===== config.mk =====
export PLATFORM = sky130hd
export DESIGN_NAME = apb4_requester
export DESIGN_NICKNAME = d
export VERILOG_FILES = /design/src/rtl/apb4_requester_pkg.sv /design/src/rtl/apb4_requester.sv
export SDC_FILE = /design/constraint.sdc
export NUM_CORES = 1
export LEC_CHECK = 0
export BUFFER_PORTS_ARGS = -buffer_cell sky130_fd_sc_hd__buf_2
export CORE_MARGIN = 3
export CORE_UTILIZATION = 45
export CTS_CLUSTER_DIAMETER = 100
export CTS_CLUSTER_SIZE = 40
export DETAILED_ROUTE_END_ITERATION = 8
export PLACE_DENSITY = 0.76
export SLEW_MARGIN = 5
export SYNTH_ARGS = -nofsm -noshare
export SYNTH_HDL_FRONTEND = slang
export SYNTH_SLANG_ARGS = --single-unit

===== constraint.sdc =====
create_clock -name clk -period 4.4 [get_ports clk]
set_input_delay 0.44 -clock clk [delete_from_list [all_inputs] [get_ports clk]]
set_output_delay 0.44 -clock clk [all_outputs]
set_load 0.02 [all_outputs]

===== src/rtl/apb4_requester_pkg.sv =====
// Shared types and constants for the APB4 requester: FSM states, APB field
// widths, and the command/response bundles used by the block and its users.
package apb4_requester_pkg;

    // Transfer phases of one APB4 transaction.
    typedef enum logic [1:0] {
        IDLE   = 2'd0,
        SETUP  = 2'd1,
        ACCESS = 2'd2,
        RESP   = 2'd3
    } state_t;

    localparam int PSTRB_W    = 4;
    localparam int PDATA_W    = 32;
    localparam int PPROT_W    = 3;
    // Widest address a command bundle can carry; the block itself uses G_ADDR_WIDTH.
    localparam int ADDR_MAX_W = 32;

    typedef struct packed {
        logic                  write;
        logic [ADDR_MAX_W-1:0] addr;
        logic [PDATA_W-1:0]    wdata;
        logic [PSTRB_W-1:0]    strb;
        logic [PPROT_W-1:0]    prot;
    } cmd_t;

    typedef struct packed {
        logic [PDATA_W-1:0] rdata;
        logic               slverr;
        logic               timeout;
    } rsp_t;

    // Pass data through only when it belongs to the current direction,
    // otherwise return zero (write data on reads, read data on writes).
    function automatic logic [PDATA_W-1:0] gate_data(input logic               keep,
                                                     input logic [PDATA_W-1:0] data);
        return keep ? data : '0;
    endfunction

endpackage


===== src/rtl/apb4_requester.sv =====
// APB4 requester: turns one valid/ready command into a single SETUP/ACCESS
// transfer and hands read data plus error/timeout status back on a
// valid/ready response port. Every output comes straight from a flop.
module apb4_requester
    import apb4_requester_pkg::*;
#(
    parameter int G_ADDR_WIDTH = 3,
    parameter int G_TIMEOUT    = 16,
    parameter int G_TO_WIDTH   = 8
) (
    input  logic                    clk,
    input  logic                    rst,

    input  logic                    cmd_valid,
    output logic                    cmd_ready,
    input  logic                    cmd_write,
    input  logic [G_ADDR_WIDTH-1:0] cmd_addr,
    input  logic [PDATA_W-1:0]      cmd_wdata,
    input  logic [PSTRB_W-1:0]      cmd_strb,
    input  logic [PPROT_W-1:0]      cmd_prot,

    output logic                    rsp_valid,
    input  logic                    rsp_ready,
    output logic [PDATA_W-1:0]      rsp_rdata,
    output logic                    rsp_slverr,
    output logic                    rsp_timeout,

    output logic                    m_apb_psel,
    output logic                    m_apb_penable,
    output logic                    m_apb_pwrite,
    output logic [PPROT_W-1:0]      m_apb_pprot,
    output logic [G_ADDR_WIDTH-1:0] m_apb_paddr,
    output logic [PDATA_W-1:0]      m_apb_pwdata,
    output logic [PSTRB_W-1:0]      m_apb_pstrb,
    input  logic                    m_apb_pready,
    input  logic [PDATA_W-1:0]      m_apb_prdata,
    input  logic                    m_apb_pslverr
);

    state_t                  state_q, state_d;
    logic                    cmd_ready_q, cmd_ready_d;
    logic                    psel_q, psel_d;
    logic                    penable_q, penable_d;
    logic                    pwrite_q, pwrite_d;
    logic [PPROT_W-1:0]      pprot_q, pprot_d;
    logic [G_ADDR_WIDTH-1:0] paddr_q, paddr_d;
    logic [PDATA_W-1:0]      pwdata_q, pwdata_d;
    logic [PSTRB_W-1:0]      pstrb_q, pstrb_d;
    logic                    rsp_valid_q, rsp_valid_d;
    rsp_t                    rsp_q, rsp_d;

    // High in the ACCESS cycle whose edge gives up on a silent completer.
    logic                    timeout_hit;

    generate
        if (G_TIMEOUT != 0) begin : g_timeout
            localparam logic [G_TO_WIDTH-1:0] TO_LAST = G_TO_WIDTH'(G_TIMEOUT - 1);

            logic [G_TO_WIDTH-1:0] cnt_q, cnt_d;

            assign timeout_hit = (state_q == ACCESS) && !m_apb_pready && (cnt_q == TO_LAST);

            // Count ACCESS cycles spent waiting; restart every SETUP.
            always_comb begin
                cnt_d = cnt_q;
                if (state_q == SETUP) begin
                    cnt_d = '0;
                end else if ((state_q == ACCESS) && !m_apb_pready && !timeout_hit) begin
                    cnt_d = cnt_q + 1'b1;
                end
            end

            // Wait counter register.
            always_ff @(posedge clk or negedge rst) begin
                if (!rst) begin
                    cnt_q <= '0;
                end else begin
                    cnt_q <= cnt_d;
                end
            end
        end else begin : g_no_timeout
            assign timeout_hit = 1'b0;
        end
    endgenerate

    // Next-state and next-output logic for the transfer FSM.
    always_comb begin
        state_d     = state_q;
        psel_d      = psel_q;
        penable_d   = penable_q;
        pwrite_d    = pwrite_q;
        pprot_d     = pprot_q;
        paddr_d     = paddr_q;
        pwdata_d    = pwdata_q;
        pstrb_d     = pstrb_q;
        rsp_valid_d = rsp_valid_q;
        rsp_d       = rsp_q;

        case (state_q)
            IDLE: begin
                if (cmd_valid && cmd_ready_q) begin
                    // Reads drive neither data nor strobes onto the bus.
                    pwrite_d = cmd_write;
                    pprot_d  = cmd_prot;
                    paddr_d  = cmd_addr;
                    pwdata_d = gate_data(cmd_write, cmd_wdata);
                    pstrb_d  = cmd_write ? cmd_strb : '0;
                    psel_d   = 1'b1;
                    state_d  = SETUP;
                end
            end
            SETUP: begin
                penable_d = 1'b1;
                state_d   = ACCESS;
            end
            ACCESS: begin
                // A ready completer wins over a timeout firing on the same edge.
                if (m_apb_pready) begin
                    psel_d        = 1'b0;
                    penable_d     = 1'b0;
                    rsp_d.rdata   = gate_data(!pwrite_q, m_apb_prdata);
                    rsp_d.slverr  = m_apb_pslverr;
                    rsp_d.timeout = 1'b0;
                    rsp_valid_d   = 1'b1;
                    state_d       = RESP;
                end else if (timeout_hit) begin
                    psel_d        = 1'b0;
                    penable_d     = 1'b0;
                    rsp_d.rdata   = '0;
                    rsp_d.slverr  = 1'b1;
                    rsp_d.timeout = 1'b1;
                    rsp_valid_d   = 1'b1;
                    state_d       = RESP;
                end
            end
            RESP: begin
                if (rsp_ready) begin
                    rsp_valid_d   = 1'b0;
                    rsp_d.slverr  = 1'b0;
                    rsp_d.timeout = 1'b0;
                    state_d       = IDLE;
                end
            end
            default: begin
                state_d = IDLE;
            end
        endcase

        // Registered so that it reads 0 throughout reset and rises one
        // cycle after release.
        cmd_ready_d = (state_d == IDLE);
    end

    // State, bus and response registers; reset drops the bus immediately.
    always_ff @(posedge clk or negedge rst) begin
        if (!rst) begin
            state_q     <= IDLE;
            cmd_ready_q <= 1'b0;
            psel_q      <= 1'b0;
            penable_q   <= 1'b0;
            pwrite_q    <= 1'b0;
            pprot_q     <= '0;
            paddr_q     <= '0;
            pwdata_q    <= '0;
            pstrb_q     <= '0;
            rsp_valid_q <= 1'b0;
            rsp_q       <= '0;
        end else begin
            state_q     <= state_d;
            cmd_ready_q <= cmd_ready_d;
            psel_q      <= psel_d;
            penable_q   <= penable_d;
            pwrite_q    <= pwrite_d;
            pprot_q     <= pprot_d;
            paddr_q     <= paddr_d;
            pwdata_q    <= pwdata_d;
            pstrb_q     <= pstrb_d;
            rsp_valid_q <= rsp_valid_d;
            rsp_q       <= rsp_d;
        end
    end

    assign cmd_ready     = cmd_ready_q;
    assign rsp_valid     = rsp_valid_q;
    assign rsp_rdata     = rsp_q.rdata;
    assign rsp_slverr    = rsp_q.slverr;
    assign rsp_timeout   = rsp_q.timeout;
    assign m_apb_psel    = psel_q;
    assign m_apb_penable = penable_q;
    assign m_apb_pwrite  = pwrite_q;
    assign m_apb_pprot   = pprot_q;
    assign m_apb_paddr   = paddr_q;
    assign m_apb_pwdata  = pwdata_q;
    assign m_apb_pstrb   = pstrb_q;

endmodule


# --- After elaboration in Yosys (flattened, before gate mapping) ---
# Cells that the tools add are included.
word_totals:
  out_inout_bits: 81
  word_cells: 63
  reg_bits: 91
op_classes:
  n_eq_ne: 7
  mux: 23
  n_addsub: 1
  reduce_logical: 18
op_table:
  columns: ["cell", "n"]
  rows:
  - ["34-bit 2-to-1 mux", 2]
  - ["32-bit 2-to-1 mux", 2]
  - ["8-bit 2-to-1 mux", 2]
  - ["2-bit 2-to-1 mux", 5]
  - ["2-bit nonzero test", 5]
  - ["8-bit by 1-bit adder with 8-bit output (second input constant)", 1]
  - ["8-bit by 4-bit equality test with 1-bit output (second input constant)", 1]
  - ["2-bit case mux with 4 select lines", 1]
  - ["1-bit 2-to-1 mux", 6]
  - ["1-bit case mux with 2 select lines", 3]
  - ["2-bit AND reduction", 3]
  - ["3-bit AND reduction", 2]
  - ["2-bit equality test (second input constant)", 2]
  - ["1-bit logical AND", 4]
  - ["2-bit logical NOT", 2]
  - ["4-bit 2-to-1 mux", 1]
  - ["2-bit inequality test (second input constant)", 2]
  - ["2-bit case mux with 2 select lines", 1]
  - ["3-bit inequality test (second input constant)", 1]
  - ["2-bit by 1-bit equality test with 1-bit output (second input constant)", 1]
  - ["1-bit logical NOT", 2]

# --- Logic depth before layout (Yosys ltp) ---
# Gate-level depths: netlist of run 1.
logic_depth:
  depth_word: 7
  depth_mapped: 7
  mapped_depth_nobuf: 5

# --- Least setup slack after synthesis of run 1 ---
# No wires, ideal clock.
synth_timing:
  path_kind: "register to register"
  from: "register g_timeout.cnt_q[5]"
  to: "register rsp_q (netlist bit rsp_rdata[24])"
  arrival_ns: 1.726
  path_buffers: 1
  setup_ns: 0.121
  period_less_slack_ns: 1.846
  required_ns: 4.279
  setup_slack_ns: 2.554
  path_stages_with_launch: 6
  path_cell_list: "dfrtp_1 -> or3_4 -> nor4b_4 -> o21ai_4 -> buf_6 -> a22o_1"
synth_via:
  elab_chain_len: 4
synth_lines:
  columns: ["item", "line_no", "source"]
  rows:
  - ["start: declaration", "apb4_requester.sv:59", "logic [G_TO_WIDTH-1:0] cnt_q, cnt_d;"]
  - ["start signal: assignment", "apb4_requester.sv:78", "cnt_q <= cnt_d;"]
  - ["8-bit by 4-bit equality test with 1-bit output", "apb4_requester.sv:61", "assign timeout_hit = (state_q == ACCESS) && !m_apb_pready && (cnt_q == TO_LAST);"]
  - ["1-bit logical AND", "apb4_requester.sv:61", null]
  - ["2-bit nonzero test (no line)", null, null]
  - ["2-bit AND reduction (no line)", null, null]
  - ["end signal: assignment", "apb4_requester.sv:179", "rsp_q <= rsp_d;"]
  - ["end: declaration", "apb4_requester.sv:50", "rsp_t rsp_q, rsp_d;"]
# No other way between the ends.
# A chain may end at the register's enable or synchronous reset.

# --- Worst setup path after layout of run 1 ---
layout_timing:
  from: "register state_q[1]"
  to: "register paddr_q[1] (netlist: m_apb_paddr[1])"
layout_via:
  elab_chain_len: 2
layout_lines:
  columns: ["item", "line_no", "source"]
  rows:
  - ["start: declaration", "apb4_requester.sv:40", "state_t state_q, state_d;"]
  - ["start signal: assignment", "apb4_requester.sv:169", "state_q <= state_d;"]
  - ["2-bit logical NOT", "apb4_requester.sv:99", "case (state_q)"]
  - ["2-bit AND reduction (no line)", null, null]
  - ["end signal: assignment", "apb4_requester.sv:175", "paddr_q <= paddr_d;"]
  - ["end: declaration", "apb4_requester.sv:46", "logic [G_ADDR_WIDTH-1:0] paddr_q, paddr_d;"]
# No other way between the ends.

==> results of run 1 <==
[final cells by class]
class                   count  share of cell area [%]
well taps                 102                    2.71
inverters                   3                   0.239
multi-input cells         227                    26.7
repair buffers            163                    17.5
clock inverters             7                    1.94
clock buffers               9                    2.63
flip-flops and latches     91                    48.3
[per-stage QoR]
step	cells	total power, mW	hold slack, ps	util (%)
final	602	3.31	103	60.4
after global routing	602	3.53	129	60.4
after CTS	602	3.34	107	60.4
after detailed placement	586	2.73	450	57.6
after global placement	586	2.69	447	57.6
after floorplan	344	2.23	144	-
[where the power goes]
part           switching, mW  internal, mW
registers              0.221          1.17
clock network          0.325         0.276
logic                  0.841         0.476
[layer usage]
metal / vias to the layer above / GRT usage [%] / routed length, um
met5: - / 0 / 0
met4: 0 / 8.18 / 118
met3: 11 / 5.86 / 858
met2: 151 / 28.6 / 4070
met1: 1440 / 28.2 / 3980
li1: 1485 / - / -
[worst max-delay path by stage]
stage                        from          endpoint  slack [ps]  cells past startpoint
3_3_place_gp           state_q[1]    m_apb_pstrb[3]        2290                      4
3_5_place_dp           state_q[1]  m_apb_pwdata[15]        2220                      4
5_1_grt                state_q[1]  m_apb_pwdata[12]        1940                      4
6_report               state_q[1]    m_apb_paddr[1]        2210                      4
2_1_floorplan  g_timeout.cnt_q[5]     rsp_rdata[24]        2550                      5
4_1_cts                state_q[1]   m_apb_pwdata[6]        2200                      4
[logic make-up after synthesis]
group           count (synthesis)
simple gates                  169
compound gates                 53
mux                             2
buf+inv                        26
fa+ha+maj                       1
xor+xnor                        2
flops                          91
[registers in the layout, indices dropped and copies added (netlist names), 2 cells and up]
| register | count |
|---|---|
| rsp_rdata | 32 |
| m_apb_pwdata | 32 |
| m_apb_pprot | 3 |
| m_apb_paddr | 3 |
| state_q | 2 |
| m_apb_pstrb | 4 |
| g_timeout.cnt_q | 8 |
[cell usage after synthesis, types with 2 or more instances]
cell type,n
xnor2_1,2
buf_6,3
o221ai_1,2
nor4_1,2
nand3_1,37
a22o_1,27
buf_2,4
nand2_1,103
dfrtp_1,91
nand3b_1,4
o21ai_0,4
clkbuf_1,15
o21a_1,2
a21oi_1,5
nor2_1,7
o211ai_1,2
o31ai_1,3
nor2b_1,2
a22o_2,5
nor3_1,6
mux2i_1,2
inv_1,3
[worst max-delay path, stage by stage, from the launching register on]
cell and delay [ps]:
dfrtp_1 580, nor2_1 390, nand3_2 730, nand2_1 290, nand2_1 90
==> run_results.csv, run 1 <==
group,metric,value,unit
outcome,status,"finished, final reports clean",
logic_synthesis,syn_area,3650,sq um
drt,drc,0,
logic_synthesis,ys_top_cells_by_area,"dfrtp_1 (62%), nand2_1 (11%), a22o_1 (6.5%)",
logic_synthesis,yosysTopAreaCell,"dfrtp_1",
sta,post-route-period-util,49.8,%
clock_network,numCtsBuffers,9,
clock_network,cts_setup_buffers,0,
finish,drive_above_1_share,38.0,%
finish,final_area,4720,sq um
floorplanning,die_h,96.1,um
setup_path,reg2reg_from,"state_q[1]",
clock_network,clock_latency,360,ps
drt,drt_wl_total,9020,um
logic_synthesis,ys_types,35,
sta,fmax,456,MHz
floorplanning,start_util,46.8,%
sta,finClkSkew,14.6,ps
finish,final_cell_mix,"buf_2 (160), nand2_1 (103), dfrtp_1 (91), nand3_1 (36), a22o_1 (27)",
clock_network,clk_path_buf_depth,2,
grt,grt_max_degree,54,
power,ir_worst_vdd,0.295,mV
floorplanning,core_area,7810,sq um
logic_synthesis,synth_top_area_share,62.4,%
clock_network,cts_hold_buffers,0,
floorplanning,io_pins,162,
hold_path,hp-class,"in2async",
setup_path,cp.required,4650,ps
logic_synthesis,synth_top_family_by_area,"simple AND/OR/NAND/NOR gates",
power,leakage,2.63,nW
power,powerDensity,702,nW/um^2
logic_synthesis,synthArstFlopShare,100,%
floorplanning,dieArea,9230,sq um
logic_synthesis,synth_cells,344,
setup_path,r2r_slack,2210,ps
setup_path,worstRegToRegCells,4,
place,hpwl,6270,um
logic_synthesis,synth.mux.area_fraction,0.548,%
finish,final_nets,577,
sta,tightest_slew,866,ps
setup_path,crit_fanout,44,
sta,period_needed,2190,ps
flow_run,maxCapViolations,0,
sta,tns,0,ps
drt,vias,3087,
grt,gr-total-overflow,0,
clock_network,cts_resized,0,
setup_path,cp-end-kind,"register",
place,place_ws,2220,ps
grt,grt_first_pass_wirelength,14100,um
sta,slew_headroom,42.0,%
logic_synthesis,synth_warnings,0,
setup_path,reg2reg_to,"m_apb_paddr[1]",
clock_network,cts.sinks,91,
finish,ff_latch_area,2280,sq um
place,numPortBuffers,161,
sta,rsz0062_at_grt,"false",
grt,antenna_found_initial,0,
sta,setup_slack,2210,ps
setup_path,arrival,2440,ps
logic_synthesis,postSynthAreaPerCell,10.6,sq um
logic_synthesis,synth-simple-area-share,20.9,%
sta,final_max_slew_viol_count,0,
floorplanning,rows,32,
finish,num-fill-cells,691,
finish,area_delta_synth_final,29.1,%
logic_synthesis,ys_ff_latch,91,
logic_synthesis,synth_xor_xnor_area_share,0.480,%
grt,grt_usage,19.9,%
clock_network,root_buffer,"clkbuf_8",
clock_network,cts_tree,"built",
clock_network,path_clk_slew,100,ps
logic_synthesis,synth_adder_area_share,0.343,%
clock_network,cts_htree_levels,3,
logic_synthesis,synth-compound-area-share,11.9,%
setup_path,critPathKind,"reg2reg",
sta,final-hold-violation-count,0,
drt,vias_per_cell,5.13,
sta,finalSetupViolCount,0,
logic_synthesis,seq_area_frac_synth,62.4,%
finish,layout_commonest_cell,"buf_2",
drt,routedWlPerCell,15.0,um
place,place.gp.congestion,0.843,
finish,antennaDiodeCount,0,
logic_synthesis,syn_nets,426,
drt,drt_iter0_drc,66,
grt,grt_pass1_vias,2937,
floorplanning,chipWidth,96.1,um
setup_path,worstSetupStartpointType,"register",
drt,drt_pre_antenna_iters,4,
logic_synthesis,synth-main-ff-cell,"dfrtp_1",
finish,multi_input_area,1260,sq um
logic_synthesis,synth_edf_count,0,
drt,ant_nets,0,
place,placedInstanceArea,4500,sq um
No activity file was read; power rests on OpenSTA's default activity.
==> inputs of run 2 (changes only) <==
--- a/config.mk
+++ b/config.mk
@@ -7,11 +7,11 @@
 export LEC_CHECK = 0
 export BUFFER_PORTS_ARGS = -buffer_cell sky130_fd_sc_hd__buf_2
 export CORE_MARGIN = 3
-export CORE_UTILIZATION = 45
+export CORE_UTILIZATION = 42
 export CTS_CLUSTER_DIAMETER = 100
 export CTS_CLUSTER_SIZE = 40
 export DETAILED_ROUTE_END_ITERATION = 8
-export PLACE_DENSITY = 0.76
+export PLACE_DENSITY = 0.74
 export SLEW_MARGIN = 5
 export SYNTH_ARGS = -nofsm -noshare
 export SYNTH_HDL_FRONTEND = slang
==> constraint.sdc (replaced) <==
create_clock -name clk -period 1.8 [get_ports clk]
set_input_delay 0.18 -clock clk [delete_from_list [all_inputs] [get_ports clk]]
set_output_delay 0.18 -clock clk [all_outputs]
set_load 0.02 [all_outputs]
==> run_results.csv, run 2 (synthesized netlist as in run 1, its figures left out) <==
group,metric,value,unit
clock_network,root_buffer,"clkbuf_8",
drt,drc,0,
drt,drt_pre_antenna_iters,5,
floorplanning,io_pins,162,
drt,wl_met1,4210,um
sta,finalSetupViolCount,0,
drt,routedWlPerCell,15.5,um
drt,wl_met2,4470,um
drt,vias,3204,
clock_network,path_clk_slew,110,ps
power,p_seq_share,41.2,%
grt,gr-total-overflow,0,
power,power.share.clock,17.9,%
setup_path,critPathKind,"reg2reg",
setup_path,cp-end-kind,"register",
grt,grt_first_pass_wirelength,16100,um
floorplanning,core_area,8340,sq um
sta,period_needed,1730,ps
place,place.gp.congestion,0.803,
drt,top_layer_used,"met4",
flow_run,maxCapViolations,0,
place,numPortBuffers,161,
setup_path,arrival,1970,ps
sta,tightest_slew,646,ps
power,power_switching,3.45,mW
clock_network,numCtsBuffers,9,
sta,final_max_slew_viol_count,0,
drt,drt_iter0_drc,169,
finish,drive_above_1_share,38.9,%
clock_network,cts.sinks,91,
hold_path,hp-class,"in2reg",
sta,fmax,579,MHz
drt,vias_per_cell,5.15,
finish,stdcell_count,622,
setup_path,worstSetupStartpointType,"register",
clock_network,clock_latency,370,ps
clock_network,cts_tree,"built",
sta,rsz0062_at_grt,"true",
grt,antenna_found_initial,0,
grt,grt_max_degree,46,
power,ir_worst_vdd,0.809,mV
place,dpl.cell_count,596,
clock_network,clk_path_buf_depth,2,
sta,post-route-period-util,95.9,%
finish,antennaDiodeCount,0,
sta,setup_slack,74.3,ps
power,leakage,2.73,nW
drt,drt_wl_total,9660,um
place,place_ws,-42.4,ps
power,swShare,41.9,%
drt,ant_nets,0,
grt,grt_pass1_vias,3234,
finish,final_util,59.1,%
floorplanning,rows,33,
finish,final_nets,594,
sta,final-hold-violation-count,0,
power,combPwrFrac,41.0,%
floorplanning,chipWidth,99.3,um
floorplanning,dieArea,9850,sq um
finish,area_delta_synth_final,34.9,%
grt,grt_usage,20.2,%
floorplanning,die_h,99.3,um
place,hpwl,6470,um
sta,slew_headroom,56.9,%
clock_network,cts_htree_levels,3,
power,p_int,4.79,mW
drt,routed-wl-met3,889,um
outcome,status,"finished, final reports clean",
setup_path,cp.required,2050,ps
sta,finClkSkew,20.7,ps
setup_path,crit_fanout,9,
finish,final_cell_mix,"buf_2 (160), nand2_1 (103), dfrtp_1 (91), nand3_1 (36), a22o_1 (27)",
floorplanning,start_util,43.8,%
finish,layout_commonest_cell,"buf_2",
power,powerDensity,1670,nW/um^2
run 2: cell types whose count changed in the layout (fill, tap and decap cells not counted), sizes merged:
cell,delta
buf,+8
clkinvlp,-1
dlygate4sd3,+7
o21ai,+2
inv,+1
run 2: worst paths after layout:
path                               startpoint          endpoint  slack [ps]  cells after the start
setup / recovery           g_timeout.cnt_q[5]     rsp_rdata[24]          70                      5
hold / removal               m_apb_prdata[12]     rsp_rdata[12]          30                      2
setup reg to reg           g_timeout.cnt_q[5]     rsp_rdata[24]          70                      5
hold reg to reg              m_apb_pwdata[12]  m_apb_pwdata[12]         470                      2
max in group asynchronous                 rst     rsp_rdata[24]         820                      3
min in group asynchronous                 rst    m_apb_pstrb[2]         370                      2
run 2: cell type report:
type / instances / area (sq um)
well taps: 105 / 131
repair buffers: 178 / 1000
clock inverters: 7 / 90.1
inverters: 3 / 11.3
fillers: 731 / 3410
flip-flops and latches: 91 / 2280
multi-input cells: 229 / 1290
clock buffers: 9 / 124
run 2: power by group through the flow:
stage,registers (mW),logic (mW),clock network (mW)
detailed placement,3.39,3.36,0
floorplan,4.29,1.17,0
CTS,3.38,3.40,1.53
finish,3.39,3.38,1.47
global placement,3.38,3.27,0
global route,3.50,3.67,1.62
run 2: repair_timing:
action / CTS / global route
setup endpoints to repair: 34 / 32
setup buffers: 1 / 0
hold buffers: 7 / 0
resized for setup: 2 / 0
pin swaps: 2 / 3
endpoints found under the hold margin: 47 / 0
gates cloned: 1 / 1
run 2: critical path: stages (launching register included):
cell	delay (ps)
dfrtp_1	390
or3_4	400
nor4b_4	230
buf_4	200
o21ai_2	150
a22o_1	240
run 2: per-layer routing:
metal  up-vias  track usage [%]
met5         -                0
met4         0             5.15
met3        12             7.64
met2       135             30.6
met1      1528             27.6
li1       1529                -
run 2: stage by stage:
stage	instance area (sq um)	TNS (ps)	total power [mW]	hold slack, ps
3_5_place_dp	4610	-439	6.75	220
4_1_cts	4920	-0.915	8.31	3.86
3_3_place_gp	4610	0	6.65	211
6_report	4930	0	8.24	25.4
5_1_grt	4930	-48.3	8.79	3.51
2_1_floorplan	3650	-121	5.46	-116
==> inputs of run 3 (changes only) <==
--- a/config.mk
+++ b/config.mk
@@ -5,13 +5,14 @@
 export SDC_FILE = /design/constraint.sdc
 export NUM_CORES = 1
 export LEC_CHECK = 0
+export ABC_AREA = 1
 export BUFFER_PORTS_ARGS = -buffer_cell sky130_fd_sc_hd__buf_2
 export CORE_MARGIN = 3
-export CORE_UTILIZATION = 42
+export CORE_UTILIZATION = 45
 export CTS_CLUSTER_DIAMETER = 100
 export CTS_CLUSTER_SIZE = 40
 export DETAILED_ROUTE_END_ITERATION = 8
-export PLACE_DENSITY = 0.74
+export PLACE_DENSITY = 0.75
 export SLEW_MARGIN = 5
 export SYNTH_ARGS = -nofsm -noshare
 export SYNTH_HDL_FRONTEND = slang
==> constraint.sdc (replaced) <==
create_clock -name clk -period 1.9 [get_ports clk]
set_input_delay 0.19 -clock clk [delete_from_list [all_inputs] [get_ports clk]]
set_output_delay 0.19 -clock clk [all_outputs]
set_load 0.02 [all_outputs]
==> run_results.csv, run 3 <==
group,metric,value,unit
outcome,status,"finished, final reports clean",
sta,fmax,615,MHz
logic_synthesis,yosysTopAreaCell,"dfrtp_1",
grt,antenna_found_initial,0,
hold_path,hold_path_end,"m_apb_pprot[1]",
sta,finClkSkew,13.1,ps
sta,post-route-period-util,85.6,%
drt,drt_pre_antenna_iters,4,
sta,slew_headroom,60.5,%
clock_network,cts_htree_levels,3,
logic_synthesis,synth_edf_count,0,
floorplanning,rows,32,
clock_network,path_clk_slew,90,ps
power,leakage,2.71,nW
logic_synthesis,syn_area,3810,sq um
logic_synthesis,synth-main-ff-cell,"dfrtp_1",
place,hpwl,6720,um
drt,drt_iter0_drc,153,
logic_synthesis,ys_ff_latch,91,
setup_path,worstRegToRegCells,6,
drt,drt_wl_total,9280,um
logic_synthesis,synthArstFlopShare,100,%
sta,rsz0062_at_grt,"false",
setup_path,cp.required,2160,ps
setup_path,worstSetupStartpointType,"register",
setup_path,r2r_slack,270,ps
setup_path,critPathKind,"reg2reg",
finish,drive_above_1_share,32.5,%
finish,antennaDiodeCount,0,
logic_synthesis,postSynthAreaPerCell,8.75,sq um
setup_path,cp-end-kind,"register",
grt,grt_max_degree,67,
clock_network,numCtsBuffers,9,
hold_path,holdPathStages,3,
power,powerDensity,1530,nW/um^2
logic_synthesis,ys_top_cells_by_area,"dfrtp_1 (60%), nand2_1 (16%), o21ai_0 (9.2%)",
place,place.gp.congestion,0.807,
clock_network,clock_latency,360,ps
drt,routedWlPerCell,13.3,um
setup_path,path_cells,"ha_1 -> nand3_2 -> o21ai_1 -> nand2_2 -> buf_12 -> o21ai_0",
setup_path,reg2reg_from,"g_timeout.cnt_q[1]",
clock_network,root_buffer,"clkbuf_8",
setup_path,startpoint,"g_timeout.cnt_q[1]",
logic_synthesis,synth_cells,435,
sta,period_needed,1630,ps
floorplanning,start_util,47.8,%
clock_network,cts_tree,"built",
grt,grt_usage,20.0,%
drt,vias_per_cell,4.98,
drt,vias,3469,
drt,drc,0,
setup_path,critPathMaxStageDelay,400,ps
finish,final_cell_mix,"nand2_1 (163), buf_2 (160), dfrtp_1 (91), o21ai_0 (70), nand3_1 (36)",
logic_synthesis,syn_nets,517,
clock_network,clk_path_buf_depth,2,
sta,tightest_slew,593,ps
finish,final_util,62.2,%
setup_path,reg2reg_to,"rsp_rdata[22]",
floorplanning,core_area,7970,sq um
flow_run,maxCapViolations,0,
grt,grt_first_pass_wirelength,15700,um
finish,area_delta_synth_final,30.2,%
logic_synthesis,ys_types,23,
floorplanning,dieArea,9600,sq um
power,ir_worst_vdd,0.728,mV
setup_path,crit_fanout,66,
logic_synthesis,yosysMostFrequentCell,"nand2_1",
floorplanning,die_h,98.0,um
finish,num-fill-cells,713,
finish,final_nets,672,
logic_synthesis,netlist_top_cells_count,"nand2_1 (163), dfrtp_1 (91), o21ai_0 (70)",
floorplanning,io_pins,162,
grt,gr-total-overflow,0,
setup_path,arrival,1890,ps
sta,tns,0,ps
sta,finalSetupViolCount,0,
logic_synthesis,synth_top_area_share,59.8,%
drt,ant_nets,0,
logic_synthesis,synth_warnings,0,
sta,final-hold-violation-count,0,
sta,final_max_slew_viol_count,0,
hold_path,hold_start,"cmd_prot[1]",
finish,layout_commonest_cell,"nand2_1",
hold_path,hp-class,"in2reg",
grt,grt_pass1_vias,3366,
floorplanning,chipWidth,98.0,um
setup_path,cp_slowest_cell,"dfrtp_1",
place,numPortBuffers,161,
clock_network,cts.sinks,91,
logic_synthesis,seq_area_frac_synth,59.8,%
run 3: cells by family after synthesis:
logic type                 count (synthesis)  share of synthesized area (%)
and+or+nand+nor                          220                           23.6
DFF                                       91                           59.8
AOI/OAI and AO/OA                         80                           11.2
buffers and inverters                     41                           4.57
xor gates and xnor gates                   2                          0.460
adders and majority gates                  1                          0.329
run 3: layer usage:
| metal | global-route usage, % | routed length [um] | up-vias |
|---|---|---|---|
| li1 | - | - | 1712 |
| met1 | 26.1 | 4080 | 1616 |
| met2 | 31.8 | 4280 | 131 |
| met3 | 6.14 | 805 | 10 |
| met4 | 6.71 | 117 | 0 |
| met5 | 0 | 0 | - |
run 3: cell type report:
type / instances / area [sq um] / share of cell area, %
inverter: 15 / 56.3 / 1.14
multi-input combinational: 303 / 1360 / 27.3
clock inverter: 5 / 86.3 / 1.74
timing repair buffer: 170 / 916 / 18.5
clock buffer: 10 / 138 / 2.78
sequential: 91 / 2280 / 45.9
tap: 102 / 128 / 2.58
run 3: power by group:
part / switching, mW / internal [mW]
Sequential: 0.417 / 2.67
Combinational: 2.02 / 0.999
Clock: 0.685 / 0.779
Total: 3.12 / 4.44
run 3: through the flow:
step	hold slack [ps]	instance area [sq um]	power, mW	worst slack (ps)	instances
floorplan	-106	3810	4.99	494	435
global placement	73.1	4720	6.09	293	680
detailed placement	74.2	4720	6.17	254	680
CTS	15.0	4960	7.64	211	696
global route	19.1	4960	8.11	81.5	696
finish	22.7	4960	7.56	273	696
run 3: what timing repair did:
action	in CTS	in global routing
hold buffers	1	0
endpoints found under the hold margin	16	0
buffers inserted	0	0
gates resized for setup	0	0
run 3: critical path, delay by kind of cell, from the launching register on:
family                     cells  cell delay, ps
AOI/OAI and AO/OA              2             410
and+or+nand+nor                2             240
buffers and inverters          1             200
DFF                            1             400
adders and majority gates      1             240
run 3: worst max path at each step:
stage,cells past startpoint,endpoint,slack (ps)
final,6,rsp_rdata[22],270
after global routing,4,m_apb_pwrite,80
after CTS,4,m_apb_pwrite,210
after detailed placement,4,m_apb_pwrite,250
after global placement,4,m_apb_pwrite,290
after floorplan,8,m_apb_penable,490
